===== src/rtl/pkt_fifo.sv =====
// Packet FIFO: bytes are staged behind a tentative pointer and only become visible to the
// reader once the whole packet commits; errored or overflowing packets are rolled back.
module pkt_fifo #(
  parameter int unsigned DATA_SIZE       = 8,
  parameter int unsigned PKT_LENGTH_BITS = 5,
  parameter int unsigned DEPTH           = 64
) (
  input  logic                 i_clk,
  input  logic                 i_rst,
  input  logic                 i_wr_en,
  input  logic [DATA_SIZE-1:0] i_data_in,
  input  logic                 i_pkt_error,
  input  logic                 i_clr_errors,
  input  logic                 i_rd_en,
  output logic [DATA_SIZE-1:0] o_data_out,
  output logic                 o_data_valid,
  output logic                 o_rd_last,
  output logic                 o_pkt_avail,
  output logic                 o_full,
  output logic                 o_overflow
);

  localparam int unsigned PTR_BITS = $clog2(DEPTH);

  localparam logic [1:0] W_IDLE   = 2'd0;
  localparam logic [1:0] W_WRITE  = 2'd1;
  localparam logic [1:0] W_COMMIT = 2'd2;

  localparam logic [1:0] R_IDLE = 2'd0;
  localparam logic [1:0] R_HDR  = 2'd1;
  localparam logic [1:0] R_BODY = 2'd2;

  localparam logic [PTR_BITS:0]        PTR_ONE = {{PTR_BITS{1'b0}}, 1'b1};
  localparam logic [PKT_LENGTH_BITS-1:0] REM_ONE = {{(PKT_LENGTH_BITS-1){1'b0}}, 1'b1};

  logic [DATA_SIZE-1:0] mem [DEPTH];

  logic [PTR_BITS:0] wr_ptr_q, wr_ptr_d;
  logic [PTR_BITS:0] tmp_ptr_q, tmp_ptr_d;
  logic [PTR_BITS:0] rd_ptr_q, rd_ptr_d;
  logic [PTR_BITS:0] pkt_cnt_q, pkt_cnt_d;
  logic [PKT_LENGTH_BITS-1:0] rem_cnt_q, rem_cnt_d;
  logic [1:0] w_state_q, w_state_d;
  logic [1:0] r_state_q, r_state_d;
  logic refused_q, refused_d;
  logic overflow_q;
  logic [DATA_SIZE-1:0] data_out_q;
  logic data_valid_q, rd_last_q;

  logic full, empty, wr_ok, refuse, commit_ok, pop, last, last_pop;
  logic [DATA_SIZE-1:0] rd_byte;
  logic [PKT_LENGTH_BITS-1:0] head_len;

  // Full/empty by the classic extra-MSB compare; full counts staged (uncommitted) bytes too.
  assign full  = (tmp_ptr_q[PTR_BITS] != rd_ptr_q[PTR_BITS]) &&
                 (tmp_ptr_q[PTR_BITS-1:0] == rd_ptr_q[PTR_BITS-1:0]);
  assign empty = (rd_ptr_q == wr_ptr_q);

  assign wr_ok     = i_wr_en && (w_state_q != W_COMMIT) && !full;
  assign refuse    = i_wr_en && (w_state_q != W_COMMIT) && full;
  assign commit_ok = (w_state_q == W_COMMIT) && !i_pkt_error && !refused_q;

  assign rd_byte  = mem[rd_ptr_q[PTR_BITS-1:0]];
  assign head_len = rd_byte[3 +: PKT_LENGTH_BITS];
  assign pop      = i_rd_en && !empty && ((r_state_q == R_HDR) || (r_state_q == R_BODY));
  assign last     = (r_state_q == R_HDR) ? (head_len == '0) : (rem_cnt_q == REM_ONE);
  assign last_pop = pop && last;

  always_comb begin
    w_state_d = w_state_q;
    wr_ptr_d  = wr_ptr_q;
    tmp_ptr_d = tmp_ptr_q;
    refused_d = refused_q;
    case (w_state_q)
      W_IDLE:  if (i_wr_en) w_state_d = W_WRITE;
      W_WRITE: if (!i_wr_en) w_state_d = W_COMMIT;
      W_COMMIT: begin
        w_state_d = W_IDLE;
        refused_d = 1'b0;
        if (commit_ok) wr_ptr_d = tmp_ptr_q;
        else           tmp_ptr_d = wr_ptr_q;
      end
      default: w_state_d = W_IDLE;
    endcase
    if (wr_ok)  tmp_ptr_d = tmp_ptr_q + PTR_ONE;
    if (refuse) refused_d = 1'b1;
  end

  always_comb begin
    r_state_d = r_state_q;
    rem_cnt_d = rem_cnt_q;
    rd_ptr_d  = rd_ptr_q;
    case (r_state_q)
      R_IDLE: if (pkt_cnt_q != '0) r_state_d = R_HDR;
      R_HDR: if (pop) begin
        rem_cnt_d = head_len;
        r_state_d = last ? R_IDLE : R_BODY;
      end
      R_BODY: if (pop) begin
        rem_cnt_d = rem_cnt_q - REM_ONE;
        if (last) r_state_d = R_IDLE;
      end
      default: r_state_d = R_IDLE;
    endcase
    if (pop) rd_ptr_d = rd_ptr_q + PTR_ONE;
  end

  // A commit and a last-byte pop in the same cycle cancel out.
  always_comb begin
    pkt_cnt_d = pkt_cnt_q;
    if (commit_ok && !last_pop)      pkt_cnt_d = pkt_cnt_q + PTR_ONE;
    else if (!commit_ok && last_pop) pkt_cnt_d = pkt_cnt_q - PTR_ONE;
  end

  always_ff @(posedge i_clk) begin
    if (wr_ok) mem[tmp_ptr_q[PTR_BITS-1:0]] <= i_data_in;
  end

  always_ff @(posedge i_clk or posedge i_rst) begin
    if (i_rst) begin
      wr_ptr_q     <= '0;
      tmp_ptr_q    <= '0;
      rd_ptr_q     <= '0;
      pkt_cnt_q    <= '0;
      rem_cnt_q    <= '0;
      w_state_q    <= W_IDLE;
      r_state_q    <= R_IDLE;
      refused_q    <= 1'b0;
      overflow_q   <= 1'b0;
      data_out_q   <= '0;
      data_valid_q <= 1'b0;
      rd_last_q    <= 1'b0;
    end else begin
      wr_ptr_q     <= wr_ptr_d;
      tmp_ptr_q    <= tmp_ptr_d;
      rd_ptr_q     <= rd_ptr_d;
      pkt_cnt_q    <= pkt_cnt_d;
      rem_cnt_q    <= rem_cnt_d;
      w_state_q    <= w_state_d;
      r_state_q    <= r_state_d;
      refused_q    <= refused_d;
      if (i_clr_errors) overflow_q <= 1'b0;
      else if (refuse)  overflow_q <= 1'b1;
      data_out_q   <= pop ? rd_byte : '0;
      data_valid_q <= pop;
      rd_last_q    <= last_pop;
    end
  end

  assign o_data_out   = data_out_q;
  assign o_data_valid = data_valid_q;
  assign o_rd_last    = rd_last_q;
  assign o_pkt_avail  = (pkt_cnt_q != '0);
  assign o_full       = full;
  assign o_overflow   = overflow_q;

endmodule


===== config.mk =====
export PLATFORM = sky130hd
export DESIGN_NAME = pkt_fifo
export DESIGN_NICKNAME = d
export VERILOG_FILES = /design/src/rtl/pkt_fifo.sv
export SDC_FILE = /design/constraint.sdc
export NUM_CORES = 1
export LEC_CHECK = 0
export CAP_MARGIN = 20
export CORE_ASPECT_RATIO = 1.1
export CORE_MARGIN = 4
export CORE_UTILIZATION = 50
export CTS_CLUSTER_SIZE = 28
export DETAILED_ROUTE_END_ITERATION = 12
export GPL_TIMING_DRIVEN = 0
export MAX_ROUTING_LAYER = met4
export PLACE_DENSITY = 0.66
export SYNTH_ARGS = -nofsm -noshare
export SYNTH_HDL_FRONTEND = slang
export SYNTH_SLANG_ARGS = --single-unit

===== constraint.sdc =====
create_clock -name i_clk -period 7.7 [get_ports i_clk]
set_clock_uncertainty 0.1 [all_clocks]
set_input_delay 1.54 -clock i_clk [delete_from_list [all_inputs] [get_ports i_clk]]
set_output_delay 1.54 -clock i_clk [all_outputs]
set_load 0.005 [all_outputs]

---- After elaboration in Yosys (flattened, before gate mapping) ----
Memories as Yosys holds them, arrays and structs flattened.
Index checks and enable logic that the tools add are counted.
word-level totals
  flip-flop bits (word level) ............. 49
  bits in latches ......................... 0
  memory bits (writable) .................. 512
  memory bits (read-only) ................. 0
  input bits .............................. 14
  output and inout bits ................... 13
  memories kept ........................... 1
memory list
  name  depth  bits a word  rd ports  clocked after Yosys merged registers in  wr ports  line  text
  mem   64     8            1         0                                        1         36    logic [DATA_SIZE-1:0] mem [DEPTH];
cells by class
  add/subtract/negate cells ............... 5
  $mul .................................... 0
  divide/modulo/power cells ............... 0
  $lt $le $gt $ge ......................... 0
  equality and inequality tests ........... 15
  shift-type cells ........................ 0
  muxes and demuxes ....................... 25
  bitwise gates (word level) .............. 0
  reductions and logical operators ........ 30
operators by type and width
  cell                                               number
  2-to-1 mux 7 bit                                   5
  adder 7 x 1 -> 7 bit (second input constant)       3
  2-to-1 mux 2 bit                                   7
  != test 2 bit (second input constant)              7
  logical AND 1 bit                                  11
  2-to-1 mux 5 bit                                   2
  case mux 5 bit (2 select lines)                    1
  nonzero test 2 bit                                 5
  2-to-1 mux 8 bit                                   1
  == test 7 bit                                      1
  2-to-1 mux 1 bit                                   7
  nonzero test 7 bit                                 1
  subtractor 7 x 1 -> 7 bit (second input constant)  1
  == test 6 bit                                      1
  zero test 1 bit                                    6
  case mux 2 bit (3 select lines)                    1
  == test 5 x 1 -> 1 bit (second input constant)     1
  zero test 5 bit                                    1
  subtractor 5 x 1 -> 5 bit (second input constant)  1
  == test 2 x 1 -> 1 bit (second input constant)     2
  == test 2 bit (second input constant)              2
  zero test 2 bit                                    2
  case mux 2 bit (2 select lines)                    1
  AND reduction 4 bit                                1
  other kinds (4)                                    4

---- Logic depth before layout (Yosys ltp) ----
Gate-level depths: netlist of the first run.
  word-level depth ........................ 8
  mapped depth ............................ 23
  gate-level depth less buffers ........... 19

---- Worst setup path before layout of the first run ----
Ideal clock, no wire load.
  path kind ............................... flip-flop to flip-flop
  from .................................... register rd_ptr_q[0]
  to ...................................... register pkt_cnt_q[6]
  library setup time ...................... 0.125 ns
  arrival time ............................ 3.974 ns
  slack ................................... 3.501 ns
  stages on the path, launching flop included .. 22
  buffers on the path ..................... 3
  period minus slack after synthesis ...... 4.199 ns
  cells stage by stage .................... dfrtp_1 buf_6 buf_6 buf_6 mux4_2 mux2_2 a211oi_1 nand3_1 nor2_2 nand3_1 a21oi_2 inv_2 ha_1 inv_1 ha_1 a21o_1 a21oi_1 o21bai_1 a21oi_1 xnor2_1 nor2_1 xor2_1
on the way
  word-level cells in the longest chain between the ends .. 8
  elaborated cells between the ends (all ways) .. 13
ends and longest elaborated chain
  what                                                                         line  text
  start: declaration                                                           40    logic [PTR_BITS:0] rd_ptr_q, rd_ptr_d;
  start signal: assignment                                                     136   rd_ptr_q <= rd_ptr_d;
  parallel branches: the longest is 4 deep, another holds memory (64 x 8 bit)  --
  logical AND 1 bit (*)                                                        67    assign last_pop = pop && last;
  via last_pop                                                                 50    logic full, empty, wr_ok, refuse, commit_ok, pop, last, last_pop;
  zero test 1 bit                                                              111   if (commit_ok && !last_pop) pkt_cnt_d = pkt_cnt_q + PTR_ONE;
  logical AND 1 bit                                                            111
  2-to-1 mux 7 bit / nonzero test 2 bit (equally long branches)                --
  end signal: assignment                                                       137   pkt_cnt_q <= pkt_cnt_d;
  end: declaration                                                             41    logic [PTR_BITS:0] pkt_cnt_q, pkt_cnt_d;
Mark *: on every way through the listed nets, which the timed path passes.
A chain may end at the register's enable or synchronous reset.

---- Worst setup path in the final report of the first run ----
  from .................................... register rd_ptr_q[2]
  to ...................................... register pkt_cnt_q[6]
Same word-level chain as after synthesis.

==> results of run 1 <==
worst max-delay path, stage by stage (launching register included):
cell and delay, ns:
dfrtp_1 0.32, buf_2 0.19, clkbuf_1 0.77, mux4_2 0.43
o22ai_1 0.19, nor3_1 0.11, nor3_1 0.33, nor4bb_1 0.99
and3b_1 0.33, nand3_1 0.11, a21oi_2 0.25, inv_2 0.05
ha_1 0.22, inv_1 0.20, ha_1 0.31, a21o_1 0.19
a21oi_1 0.22, o21bai_1 0.10, a21oi_1 0.17, xnor2_1 0.13
nor2_1 0.07, xor2_1 0.15
how the worst max path moves through the flow:
stage                                        from                  endpoint  cells past startpoint
after floorplan           rd_ptr_q[0]$_DFFE_PP0N_  pkt_cnt_q[6]$_DFFE_PP0P_                     21
after global placement    rd_ptr_q[2]$_DFFE_PP0N_  pkt_cnt_q[6]$_DFFE_PP0P_                     21
after detailed placement  rd_ptr_q[2]$_DFFE_PP0N_  pkt_cnt_q[6]$_DFFE_PP0P_                     21
after CTS                 rd_ptr_q[2]$_DFFE_PP0N_  pkt_cnt_q[6]$_DFFE_PP0P_                     21
after global routing      rd_ptr_q[1]$_DFFE_PP0N_  pkt_cnt_q[6]$_DFFE_PP0P_                     23
final                     rd_ptr_q[2]$_DFFE_PP0N_  pkt_cnt_q[6]$_DFFE_PP0P_                     21
synth_stat cells, types with 3 or more instances:
library cell,number
or3_1,5
nor3_1,12
and2_1,7
buf_1,6
nor2_1,92
a211oi_1,17
nand2b_1,8
o22ai_1,12
inv_1,14
a2111oi_0,5
dfrtp_1,49
a22o_1,3
nor2b_1,23
mux2i_1,18
a21o_1,4
edfxtp_1,512
or4_1,3
nand4_1,9
nand3_1,30
nand2_1,40
ha_1,13
a21oi_1,17
inv_2,3
xnor2_1,19
buf_6,10
a311o_1,3
buf_4,7
clkbuf_1,19
buf_2,22
nor4_1,13
o21ai_0,21
o21bai_1,4
a22oi_1,3
xor2_1,9
mux4_2,119
nand3b_1,4
mux2_2,30
and3_1,7
layout by cell type, fill, tap and decap left out, types with 6 or more instances in the layout:
master	instances
edfxtp_1	512
mux4_2	119
nor2_1	92
clkbuf_16	57
dfrtp_1	49
nand2_1	40
clkbuf_1	31
buf_2	31
nand3_1	30
mux2_2	30
nor2b_1	23
o21ai_0	21
xnor2_1	19
mux2i_1	18
clkdlybuf4s50_1	18
a211oi_1	17
a21oi_1	17
inv_1	13
ha_1	13
o22ai_1	12
clkinv_2	12
clkinv_1	12
nor3_1	11
nor4_1	11
buf_6	10
buf_4	10
nand4_1	9
xor2_1	9
buf_12	9
nand2b_1	8
and2_1	7
and3_1	7
buf_1	6
per-layer routing:
layer	wire [um]	track usage [%]	vias up
met5	0	-	-
met4	2492	9.078	0
met3	5225	5.956	134
met2	27750	37.85	593
met1	23120	33.72	6290
li1	-	-	5086
report_power, final:
part / internal [mW] / total (mW) / leakage (nW) / switching, mW
combinational: 1.20 / 3.12 / 2.23 / 1.92
sequential: 3.51 / 3.61 / 5.21 / 0.0933
clock: 1.48 / 2.60 / 0.844 / 1.12
total: 6.19 / 9.32 / 8.28 / 3.13
flip-flops by register name, indices dropped and copies added, names as in the netlist:
signal,cells
mem,512
o_data_out,8
o_data_valid,1
o_overflow,1
o_rd_last,1
pkt_cnt_q,7
r_state_q,2
rd_ptr_q,7
refused_q,1
rem_cnt_q,5
tmp_ptr_q,7
w_state_q,2
wr_ptr_q,7
cells by family (layout without fill, tap and decap cells):
kind of cell	after synthesis	after routing	synth area share, %
muxes	167	167	14.11
other	0	1	0
buffers and inverters	81	219	1.910
xor gates and xnor gates	28	28	1.082
AOI/OAI and AO/OA	104	104	3.080
adders and majority gates	14	14	0.8060
and+or+nand+nor	265	265	5.769
DFF	561	561	73.24
metrics by stage:
step	power [mW]	instances	setup slack, ns	instance area (sq um)
floorplan	5.567	1220	3.501	22670
global placement	6.718	1827	1.778	23650
detailed placement	6.758	1840	1.702	23840
CTS	9.328	1939	1.688	25560
global route	9.658	1940	1.339	25560
finish	9.321	1940	1.642	25560
final cells by class:
cell class / instances / area share [%]
Inverter: 17 / 0.2497
Buffer: 64 / 1.444
Multi-Input combinational cell: 578 / 22.13
Sequential cell: 561 / 64.95
Antenna cell: 1 / 0.009790
Clock inverter: 30 / 0.9448
Tap cell: 581 / 2.844
Clock buffer: 69 / 5.757
Timing Repair Buffer: 39 / 1.674
==> impl_metrics.yaml, run 1 <==
power_and_ir_drop:
  p_leak_nw: 8.281
  vdd_ir_drop_max_mv: 0.1701
  powerDensity_nw_per_um2: 364.7
yosys:
  synth_area_leaders: "edfxtp_1, mux4_2, dfrtp_1"
  ys_seq_elements: 561
  synth_async_sr_flop_share_pct: 8.734
  synth-main-ff-cell: "edfxtp_1"
  ys_seq_area_share_pct: 73.24
  yosysTopAreaCell: "edfxtp_1"
  synth_fp_nets: 1248
  synth_area_sq_um: 22670
  ys_warn_count: 0
  ys_types: 58
  synth_edf_count: 512
  syn_inst: 1220
  synth_top_cell_area_share_pct: 67.83
  avgSynthCellArea_sq_um: 18.58
detailed_routing:
  vias: 12100
  ant_nets: 0
  drt-vias-per-instance: 6.239
  drtPass1Iterations: 5
  drc: 0
  wl_per_cell_um: 30.20
  drt_iter0_drc: 1579
  totalWireLength_mm: 58.59
worst_hold_path:
  holdPathStages: 1
  hp-start: "w_state_q[1]$_DFFE_PP0P_"
  hold_path.class: "reg2reg"
  hold_end: "w_state_q[0]$_DFFE_PP0P_"
cells_and_area:
  final_core_util_pct: 57.19
  finalNetCount: 1343
  drive_gt1_share_pct: 22.02
  syn2layout_area_growth_pct: 12.77
  multi_input_area_sq_um: 5655
  n_fill_cell: 3301
  seq_area_sq_um: 16600
clocking:
  cts.sinks: 561
  clockBufferDepth: 3
  htreeDepth: 2
  cts_root_buffer: "clkbuf_16"
  clk_latency_ns: 0.60
  cts.hold.buffers_added: 0
  cts_setup_buffers: 0
  cts_tree: "built"
  cts_resized: 0
  clk_pin_slew_ns: 0.06
  cts_buffers: 54
global_route:
  grt_usage_pct: 25.03
  grt_pass1_wl_mm: 85.20
  grt_max_degree: 60
  grt_pass1_vias: 12190
  grt-ovfl-total: 0
  antenna_found_initial: 3
sta:
  whs_ns: 0.3749
  slew_headroom_pct: 17.87
  slew_violations: 0
  fin_crit_sh_pct: 78.68
  rsz0062_at_grt: "no"
  period_needed_ns: 6.058
  fmax_mhz: 165.1
  hold_viol_final: 0
  fin_setup_tns_ns: 0
  setup_viol: 0
  worst_pin_slew_ns: 1.232
die:
  fp.dieH_um: 231.3
  die_w_um: 211
  core_sq_um: 44690
  start_util_pct: 50.71
  fp-row-count: 81
  ios: 27
  dieArea_sq_um: 48800
critical_path:
  cp.required_ns: 8.08
  worstPathMaxFanout: 10
  r2r-end: "pkt_cnt_q[6]$_DFFE_PP0P_"
  r2r_start: "rd_ptr_q[2]$_DFFE_PP0N_"
  criticalPathCategory: "reg2reg"
  endpoint_kind: "flop"
  arrival_ns: 6.44
  reg2regPathDepth: 21
  rrSetupSlack_ns: 1.64
  start_kind: "flop"
place:
  gp_congestion: 0.9487
  place_hpwl_mm: 39.12
  portBuffers: 26
run_status:
  status: "finished, final reports clean"
run:
  cap_violations: 0
Power figures use the tool's default switching activity.
==> inputs of run 2 (changes only) <==
- clock period: 7.7 -> 5.97 ns (I/O delays scaled with it)
==> impl_metrics.yaml, run 2 (synthesis results as in run 1) <==
detailed_routing:
  totalWireLength_mm: 58.58
  drc: 1
  vias: 12130
  wl_per_cell_um: 30.21
  drt_iter0_drc: 1502
  drtPass1Iterations: 10
  ant_nets: 0
  drt-vias-per-instance: 6.257
die:
  fp-row-count: 81
  fp.dieH_um: 231.3
  dieArea_sq_um: 48800
  core_sq_um: 44690
  start_util_pct: 50.71
  die_w_um: 211
  ios: 27
global_route:
  grt_usage_pct: 25.03
  grt_pass1_wl_mm: 85.20
  grt_max_degree: 60
  grt_pass1_vias: 12190
  antenna_found_initial: 2
  grt-ovfl-total: 0
sta:
  hold_viol_final: 0
  slew_violations: 0
  worst_pin_slew_ns: 1.228
  fmax_mhz: 172.3
  fin_crit_sh_pct: 97.22
  setup_viol: 0
  whs_ns: 0.3747
  period_needed_ns: 5.804
  slew_headroom_pct: 18.15
  rsz0062_at_grt: "no"
run_status:
  violations: "design-rule violations"
  status: "finished, violations left"
power_and_ir_drop:
  vdd_ir_drop_max_mv: 0.2194
  finalPower_mw: 12.03
  p_leak_nw: 8.285
  powerDensity_nw_per_um2: 470.2
clocking:
  cts.sinks: 561
  clockBufferDepth: 3
  clk_latency_ns: 0.60
  cts_setup_buffers: 0
  htreeDepth: 2
  cts_resized: 1
  clk_pin_slew_ns: 0.06
  cts_root_buffer: "clkbuf_16"
  cts.hold.buffers_added: 0
  cts_buffers: 54
  cts_tree: "built"
critical_path:
  arrival_ns: 6.18
  cp-startpoint: "rd_ptr_q[2]$_DFFE_PP0N_"
  r2r_start: "rd_ptr_q[2]$_DFFE_PP0N_"
  rrSetupSlack_ns: 0.17
  endpoint_kind: "flop"
  reg2regPathDepth: 21
  cp-endpoint: "pkt_cnt_q[6]$_DFFE_PP0P_"
  criticalPathCategory: "reg2reg"
  r2r-end: "pkt_cnt_q[6]$_DFFE_PP0P_"
  start_kind: "flop"
  worstPathMaxFanout: 10
  cp.required_ns: 6.35
place:
  place_hpwl_mm: 39.12
  dp_cells: 1840
  portBuffers: 26
  gp_congestion: 0.9487
  post_dp_cell_area_sq_um: 23840
cells_and_area:
  layout_common_cells: "edfxtp_1, mux4_2, nor2_1, clkbuf_16, dfrtp_1"
  stdcell_area_sq_um: 25580
  largest_reg_flops: 512
  layout.cells.non_filler: 1939
  seq_area_sq_um: 16600
  final_common_cell: "edfxtp_1"
  final_core_util_pct: 57.23
  multi_input_area_sq_um: 5667
  n_fill_cell: 3300
  syn2layout_area_growth_pct: 12.85
  drive_gt1_share_pct: 22.11
  finalNetCount: 1342
run:
  cap_violations: 0
worst_hold_path:
  holdPathStages: 1
  hold_path.class: "reg2reg"
[run 2: cell count changes in the layout (fill, tap and decap cells not counted)]
cell | before | now
nor3b_2 | 0 | 1
buf_2 | 31 | 28
clkdlybuf4s15_1 | 0 | 1
nor4bb_2 | 0 | 1
clkbuf_4 | 0 | 1
buf_4 | 10 | 11
nor4bb_1 | 1 | 0
clkbuf_1 | 31 | 30
nor3b_1 | 2 | 1
[run 2: cell type report]
type | instances | area share (%)
Antenna cell | 1 | 0.009784
Buffer | 63 | 1.468
Clock buffer | 69 | 5.753
Clock inverter | 30 | 0.9441
Inverter | 17 | 0.2495
Multi-Input combinational cell | 578 | 22.16
Sequential cell | 561 | 64.91
Tap cell | 581 | 2.842
Timing Repair Buffer | 39 | 1.673
[run 2: per-stage QoR]
step	TNS [ns]	worst slack, ns
CTS	0	0.005106
finish	0	0.1662
floorplan	0	1.771
global route	0	0.02886
detailed placement	-0.02838	-0.02838
global placement	0	0.04772
[run 2: where the power goes]
part,switching (mW),leakage (nW),internal [mW]
clock,1.43,0.844,1.91
sequential,0.120,5.21,4.53
combinational,2.48,2.23,1.55
total,4.03,8.29,7.99
[run 2: worst min-delay path by stage]
| stage | start | end | slack, ns |
|---|---|---|---|
| finish | w_state_q[1]$_DFFE_PP0P_ | w_state_q[0]$_DFFE_PP0P_ | 0.37 |
| global placement | w_state_q[1]$_DFFE_PP0P_ | w_state_q[0]$_DFFE_PP0P_ | 0.36 |
| floorplan | w_state_q[1]$_DFFE_PP0P_ | w_state_q[0]$_DFFE_PP0P_ | 0.34 |
| CTS | pkt_cnt_q[6]$_DFFE_PP0P_ | pkt_cnt_q[6]$_DFFE_PP0P_ | 0.38 |
| detailed placement | pkt_cnt_q[6]$_DFFE_PP0P_ | pkt_cnt_q[6]$_DFFE_PP0P_ | 0.37 |
| global route | pkt_cnt_q[6]$_DFFE_PP0P_ | pkt_cnt_q[6]$_DFFE_PP0P_ | 0.39 |
[run 2: layer usage]
| layer | GRT usage, % | wire, um |
|---|---|---|
| met1 | 33.72 | 22880 |
| met2 | 37.85 | 27640 |
| met3 | 5.956 | 5466 |
| met4 | 9.078 | 2601 |
| met5 | - | 0 |
[run 2: critical path: stages (launching register included)]
cell and delay, ns:
dfrtp_1 0.32, buf_2 0.19, clkdlybuf4s15_1 0.77, mux4_2 0.42
o22ai_1 0.19, nor3_1 0.12, nor3_1 0.34, nor4bb_2 0.74
and3b_1 0.31, nand3_1 0.11, a21oi_2 0.25, inv_2 0.05
ha_1 0.22, inv_1 0.20, ha_1 0.31, a21o_1 0.19
a21oi_1 0.22, o21bai_1 0.10, a21oi_1 0.17, xnor2_1 0.13
nor2_1 0.07, xor2_1 0.15
==> inputs of run 3 (changes only) <==
- REMOVE_ABC_BUFFERS: not set -> 1
==> impl_metrics.yaml, run 3 (synthesis results as in run 1) <==
critical_path:
  cp.required_ns: 6.34
  arrival_ns: 6.07
  rrSetupSlack_ns: 0.26
  endpoint_kind: "flop"
  start_kind: "flop"
  criticalPathCategory: "reg2reg"
  worstPathMaxFanout: 47
die:
  fp.dieH_um: 231.3
  fp-row-count: 81
  start_util_pct: 50.71
  die_w_um: 211
  core_sq_um: 44690
  dieArea_sq_um: 48800
  ios: 27
sta:
  hold_viol_final: 0
  slew_violations: 0
  period_needed_ns: 5.705
  fin_setup_tns_ns: 0
  whs_ns: 0.3761
  fmax_mhz: 175.3
  slew_headroom_pct: 28.83
  rsz0062_at_grt: "no"
  setup_ws_ns: 0.2649
  setup_viol: 0
  fin_crit_sh_pct: 95.56
  worst_pin_slew_ns: 1.060
detailed_routing:
  ant_nets: 0
  drtPass1Iterations: 5
  totalWireLength_mm: 50.29
  drc: 0
  drt_iter0_drc: 1242
  drt-vias-per-instance: 6.121
  wl_per_cell_um: 26.64
  vias: 11560
power_and_ir_drop:
  switching_power_mw: 3.621
  powerDensity_nw_per_um2: 455.6
  cellInternalPower_mw: 7.982
  seq_power_share_pct: 41.7
  vdd_ir_drop_max_mv: 0.2652
  clkPwrFrac_pct: 28.7
  p_comb_share_pct: 29.6
  p_leak_nw: 8.181
  swShare_pct: 31.20
  finalPower_mw: 11.60
cells_and_area:
  diodes: 0
  multi_input_area_sq_um: 5662
  layout_common_cells: "edfxtp_1, mux4_2, nor2_1, clkbuf_16, dfrtp_1"
  drive_gt1_share_pct: 21.19
  seq_area_sq_um: 16610
  finalNetCount: 1291
  largest_reg_flops: 512
  n_fill_cell: 3275
  final_common_cell: "edfxtp_1"
  syn2layout_area_growth_pct: 12.37
clocking:
  cts_buffers: 55
  cts_tree: "built"
  clockBufferDepth: 3
  clk_pin_slew_ns: 0.06
  cts.sinks: 561
  clk_latency_ns: 0.59
  htreeDepth: 2
  cts_root_buffer: "clkbuf_16"
place:
  pre_cts_ws_ns: -0.03367
  portBuffers: 26
  gp_congestion: 0.8757
  place_hpwl_mm: 31.78
global_route:
  antenna_found_initial: 0
  grt_pass1_wl_mm: 76.21
  grt-ovfl-total: 0
  grt_pass1_vias: 11770
  grt_max_degree: 57
  grt_usage_pct: 21.44
run_status:
  status: "finished, final reports clean"
run:
  cap_violations: 0
worst_hold_path:
  hold_path.class: "reg2reg"
## run 3: cell types whose count changed in the layout (fill, tap and decap cells not counted), moves of 3 or more
cell | before | now
buf_6 | 10 | 1
buf_1 | 6 | 0
dfrtp_1 | 49 | 45
clkbuf_1 | 30 | 14
buf_2 | 28 | 10
buf_16 | 0 | 7
buf_4 | 11 | 3
dfrtp_4 | 0 | 3
## run 3: timing repair
| item | CTS | global route |
|---|---|---|
| hold buffers | 0 | 0 |
| setup endpoints to repair | 1 | 1 |
| buffers inserted | 0 | 1 |
| gates resized for setup | 1 | 1 |
| cloned | 0 | 0 |
## run 3: path summary, 6_finish.rpt
check,from,endpoint,cells after the start
min in group asynchronous,i_rst,rd_ptr_q[6]$_DFFE_PP0N_,2
worst min-delay path,pkt_cnt_q[6]$_DFFE_PP0P_,pkt_cnt_q[6]$_DFFE_PP0P_,1
max in group asynchronous,i_rst,rd_ptr_q[1]$_DFFE_PP0N_,3
worst max-delay path,rd_ptr_q[1]$_DFFE_PP0N_,pkt_cnt_q[6]$_DFFE_PP0P_,21
worst max register to register,rd_ptr_q[1]$_DFFE_PP0N_,pkt_cnt_q[6]$_DFFE_PP0P_,21
worst min register to register,pkt_cnt_q[6]$_DFFE_PP0P_,pkt_cnt_q[6]$_DFFE_PP0P_,1
## run 3: power by group through the flow
stage / Combinational, mW / Clock, mW / Sequential [mW]
3_5_place_dp: 3.38 / 0 / 4.94
3_3_place_gp: 3.13 / 0 / 5.42
6_report: 3.43 / 3.33 / 4.84
4_1_cts: 3.40 / 3.38 / 4.86
5_1_grt: 3.65 / 3.56 / 4.87
2_1_floorplan: 2.14 / 0 / 5.12
## run 3: critical path, cell delays in order, from the launching register on
cell and delay (ns):
dfrtp_4 0.77, buf_16 0.30, buf_16 0.28, mux4_2 0.35, nand3_1 0.12, nand4_1 0.20
nor3_1 0.53, nor3b_2 0.49, and3b_1 0.28, nand3_1 0.10, a21oi_2 0.19, inv_2 0.04
ha_1 0.22, inv_1 0.19, ha_1 0.31, a21o_1 0.19, a21oi_1 0.22, o21bai_1 0.09
a21oi_1 0.18, xnor2_1 0.14, nor2_1 0.07, xor2_1 0.15
## run 3: routing by layer
| layer | up-vias | track usage [%] | part of all wire [%] |
|---|---|---|---|
| met3 | 106 | 2.951 | 6.0 |
| met4 | 0 | 6.971 | 3.4 |
| met1 | 6051 | 29.92 | 42 |
| li1 | 4975 | - | - |
| met5 | - | - | 0 |
| met2 | 425 | 33.31 | 49 |
## run 3: through the flow
step	instances	util (%)	instance area (sq um)
2_1_floorplan	1156	-	22300
3_3_place_gp	1763	52.10	23280
3_5_place_dp	1785	53.03	23700
4_1_cts	1886	56.89	25430
5_1_grt	1888	56.98	25470
6_report	1888	56.98	25470
## run 3: cell type report
cell class | instances | share of cell area (%)
clock buffers | 71 | 5.807
flip-flops and latches | 561 | 65.23
multi-input cells | 578 | 22.23
inverters | 17 | 0.2506
well taps | 581 | 2.854
clock inverters | 30 | 0.9482
repair buffers | 50 | 2.677
